`config.mk`:
```
export PLATFORM = sky130hd
export DESIGN_NAME = inst_axi_rd_bridge
export DESIGN_NICKNAME = d
export VERILOG_FILES = /design/src/rtl/inst_axi_rd_bridge.sv
export SDC_FILE = /design/constraint.sdc
export NUM_CORES = 1
export LEC_CHECK = 0
export ABC_CLOCK_PERIOD_IN_PS = 2200
export BUFFER_PORTS_ARGS = -buffer_cell sky130_fd_sc_hd__buf_2
export CORE_UTILIZATION = 40
export CTS_CLUSTER_DIAMETER = 150
export DETAILED_ROUTE_END_ITERATION = 10
export PLACE_DENSITY = 0.84
export SYNTH_ARGS = -nofsm -noshare
export SYNTH_HDL_FRONTEND = slang
export SYNTH_SLANG_ARGS = --single-unit
```
`constraint.sdc`:
```
create_clock -name clk -period 2.2 [get_ports clk]
set_input_delay 0 -clock clk [delete_from_list [all_inputs] [get_ports clk]]
set_output_delay 0 -clock clk [all_outputs]
set_load 0.05 [all_outputs]
```
`src/rtl/inst_axi_rd_bridge.sv`:
```
// Instruction-cache miss to AXI4 read bridge: one single-beat 32-bit read per
// cache strobe, with kseg0/kseg1 address folding and a sticky bus error flag.
module inst_axi_rd_bridge #(
   parameter int         A_WIDTH = 32,
   parameter logic [3:0] AXI_ID  = 4'd0
) (
   input  logic               clk,
   input  logic               rst,
   input  logic [A_WIDTH-1:0] m_a,
   input  logic               m_strobe,
   output logic [31:0]        m_dout,
   output logic               m_ready,
   output logic [3:0]         arid,
   output logic [A_WIDTH-1:0] araddr,
   output logic [7:0]         arlen,
   output logic [2:0]         arsize,
   output logic [1:0]         arburst,
   output logic               arvalid,
   input  logic               arready,
   input  logic [31:0]        rdata,
   input  logic [1:0]         rresp,
   input  logic               rvalid,
   output logic               rready,
   output logic               bus_err
);

   typedef enum logic [1:0] {
      S_IDLE,
      S_ADDR,
      S_DATA,
      S_RESP
   } state_e;

   state_e             state_q, state_d;
   logic [A_WIDTH-1:0] araddr_q, araddr_d;
   logic [31:0]        dout_q, dout_d;
   logic               err_q, err_d;
   logic [A_WIDTH-1:0] xlat_addr;

   // kseg0/kseg1 (top bits 2'b10) map onto the low 512 MB of physical space.
   generate
      if (A_WIDTH >= 32) begin : g_xlat
         always_comb begin
            xlat_addr = m_a;
            if (m_a[31:30] == 2'b10) begin
               xlat_addr[31:29] = 3'b000;
            end
         end
      end else begin : g_no_xlat
         assign xlat_addr = m_a;
      end
   endgenerate

   always_comb begin
      state_d  = state_q;
      araddr_d = araddr_q;
      dout_d   = dout_q;
      err_d    = err_q;
      unique case (state_q)
         S_IDLE: begin
            if (m_strobe) begin
               araddr_d = xlat_addr;
               state_d  = S_ADDR;
            end
         end
         S_ADDR: begin
            if (arready) begin
               state_d = S_DATA;
            end
         end
         S_DATA: begin
            if (rvalid) begin
               dout_d  = rdata;
               err_d   = err_q | (rresp != 2'b00);
               state_d = S_RESP;
            end
         end
         S_RESP: begin
            // The strobe is deliberately ignored here; IDLE re-samples it next edge.
            state_d = S_IDLE;
         end
         default: begin
            state_d = S_IDLE;
         end
      endcase
   end

   always_ff @(posedge clk or posedge rst) begin
      if (rst) begin
         state_q  <= S_IDLE;
         araddr_q <= '0;
         dout_q   <= 32'd0;
         err_q    <= 1'b0;
      end else begin
         state_q  <= state_d;
         araddr_q <= araddr_d;
         dout_q   <= dout_d;
         err_q    <= err_d;
      end
   end

   assign arvalid = (state_q == S_ADDR);
   assign rready  = (state_q == S_DATA);
   assign m_ready = (state_q == S_RESP);
   assign araddr  = araddr_q;
   assign m_dout  = dout_q;
   assign bus_err = err_q;

   assign arid    = AXI_ID;
   assign arlen   = 8'd0;
   assign arsize  = 3'b010;
   assign arburst = 2'b01;

endmodule

```
==> summary.txt <==
Critical path
  • Worst reg2reg setup slack: a little over 0.5 ns
  • Setup Crit Path Kind: reg2reg
  • CP cell instances: inv_1 > ha_1 > a222oi_1 > mux2_1
  • Maximum fanout along the worst path: 4
  • Slowest cell on crit path: a222oi_1
  • Crit path max-delay family: compound AO/OA/AOI/OAI gates
  • Worst Setup Start Kind: flop
  • Crit Reg-Reg Endpoint: state_q[1]
  • Largest stage delay on the critical path: roughly 0.5 ns
  • Setup crit start: state_q[0]
  • CP endpoint kind: flop
  • Crit path buf inv count: 1
  • Worst Path Required: about 2.4 ns
  • Worst Setup EP: state_q[1]
  • Crit path depth: 4
  • Worst EP arrival: roughly 1.9 ns
  • Worst R2R Start: state_q[0]
  • R2r worst-path depth: 4

Drt
  • First DRT Iteration DRCs: a little under 60
  • Vias after detailed routing: ~2100
  • DR vias/cell: approximately 4.5
  • Aggregate routed wire length: about 6.9 mm
  • Pre-antenna DRT Iters: 8
  • Wire length per cell: roughly 15 um
  • # DRC: 30
  • DRT antenna net count: 0

Synthesis
  • Register area share after synthesis: between 60% and 70%
  • Synthesized area: ~2700 um2
  • Yosys reg bits: 67
  • Yosys warns: 0
  • Synth unique cells: 14
  • Syn avg cell area: roughly 15 um2
  • Synth Instances: around 180

Timing
  • Fin crit share: between 70% and 80%
  • Worst-Margin Slew: about 0.64 ns
  • Final worst slack: around 0.50 ns
  • Final min period: between 1.5 and 2 ns
  • RSZ-0062 raised after global routing: no
  • Final Slew Violations: 0
  • Fin Clk Skew: 0.0103 ns
  • Final hold viol count: 0
  • Final setup viols: 0
  • Final TNS setup: 0 ns
  • FMAX: between 0.5 and 0.6 GHz
  • Worst hold slack: around 0.09 ns
  • Relative slew slack: approximately 57%

Global route
  • M3 GR Usage: about 7.1%
  • Met2 usage: 37.0%
  • Busiest grt layer: met2
  • Congestion Overflow GR: 0
  • Vias in the first global route: 2343
  • GRT Total Usage: between 20% and 30%
  • Met1 global-route usage: 21.2%
  • First-pass GRT wire length: between 10 and 15 mm
  • Initial antenna violation count: 0
  • Largest net degree at the start of global routing: 40

CTS
  • Post-CTS sizing: 0
  • Post-CTS Hold Fix Bufs: a little under 70
  • Inserted Clock Buffers: 9
  • CTS H-tree lvls: 3
  • Skew-Pair Late Insertion Delay: ~0.34 ns
  • Bufs on Longest Clock Path: 2
  • Setup Buffers After CTS: 0
  • CTS sink cnt: 67
  • CTS Root Cell: clkbuf_8
  • CTS clock-pin slew for the worst setup and hold paths: ~0.08 ns
  • CTS tree: yes

Power
  • Leak: 0.00216 uW
  • PwrDens: roughly 1700 nW/um2
  • Maximum VDD drop: 0.910 mV

Finish
  • Area Growth Syn to Fin: 59.1%
  • Final net count: 466
  • Most common cell after layout, fill and taps aside: buf_2
  • Most frequent cells in the layout: buf_2 (138), dlygate4sd3_1 (68), dfrtp_1 (67)
  • Antenna cells: 0
  • Post-route cell area: 4290 um2
  • Share of cells above drive strength 1: between 50% and 60%

Floorplanning
  • Boundary Pins: roughly 160
  • Row count: 29
  • Initial Util: 42.0%
  • Chip width: 84.1 um
  • Die area: approximately 7000 um2
  • Area of the core: ~6400 um2
  • Die Span Y: 84.1 um

Worst hold path
  • Hold Path Class: in2reg

Place
  • Cell Area, Placed: 3420 um2
  • # port buffers: roughly 140
  • Placed wire-length estimate: between 3 and 4 mm
  • GP Congestion: roughly 0.72
  • DP Worst Slack: between 0.5 and 0.6 ns

Flow run
  • Max Cap Viol: 0

Status
  • Failing checks: DRC
  • Status: complete, but fails checks
-- routing by layer --
metal	wire (um)	up-vias
met5	0	-
met4	140	0
met3	587	14
met2	3630	109
met1	2550	1015
li1	-	993
-- flip-flops by register name, summed over array words and instances, names as in the netlist --
register and flops:
bus_err 1, araddr 32, state_q 2, m_dout 32
-- tightest hold or removal path: stages --
cell,delay (ns)
buf_2,0.11
inv_1,0.04
a222oi_1,0.09
mux2i_1,0.14
-- layout make-up --
cell class | instances | area (um2)
clock inverter | 7 | 68.8
multi-input combinational | 97 | 892
clock buffer | 9 | 124
timing repair buffer | 209 | 1410
fill | 461 | 2130
sequential | 67 | 1680
tap | 77 | 96.3
inverter | 7 | 26.3
-- cells in the mapped netlist --
| library cell | instances | share of area, % |
|---|---|---|
| dfrtp_1 | 67 | 62 |
| mux2_2 | 62 | 26 |
| buf_4 | 17 | 4.7 |
| inv_1 | 7 | 0.97 |
| buf_2 | 6 | 1.1 |
| nand2_1 | 5 | 0.70 |
| ha_1 | 4 | 1.9 |
| o21ai_0 | 3 | 0.56 |
| conb_1 | 2 | 0.28 |
| nor2_1 | 2 | 0.28 |
| a222oi_1 | 1 | 0.37 |
| mux2_1 | 1 | 0.42 |
| mux2i_1 | 1 | 0.37 |
| o21bai_1 | 1 | 0.28 |
-- per-stage QoR --
stage          total power (uW)  std cells  utilization, %
6_report                   7360        473            66.8
3_3_place_gp               6170        389            53.2
2_1_floorplan              5390        194               -
5_1_grt                    7680        473            66.8
3_5_place_dp               6280        389            53.2
4_1_cts                    7370        473            66.8
-- power by group --
group | internal (uW) | switching (uW)
clock network | 518 | 463
registers | 1860 | 313
logic | 1190 | 3020
-- kinds of logic (layout without fill, tap and decap cells) --
logic type / count (synthesis) / after routing / synth area share (%)
DFF: 67 / 67 / 62.2
muxes: 64 / 64 / 26.7
buffers and inverters: 30 / 232 / 6.82
and+or+nand+nor: 7 / 7 / 0.975
AOI/OAI and AO/OA: 5 / 5 / 1.21
adders and majority gates: 4 / 4 / 1.86
other: 2 / 17 / 0.279
-- worst min-delay path by stage --
stage             start         end  slack, ns  depth (start not counted)
4_1_cts        m_strobe  state_q[0]       0.07                          4
3_3_place_gp        rst   araddr[8]       0.13                          2
2_1_floorplan   m_a[30]  araddr[31]       0.14                          2
6_report       m_strobe  state_q[0]       0.09                          4
3_5_place_dp        rst   araddr[8]       0.13                          2
5_1_grt        m_strobe  state_q[0]        0.1                          4
No activity file was read; power rests on OpenSTA's default activity.
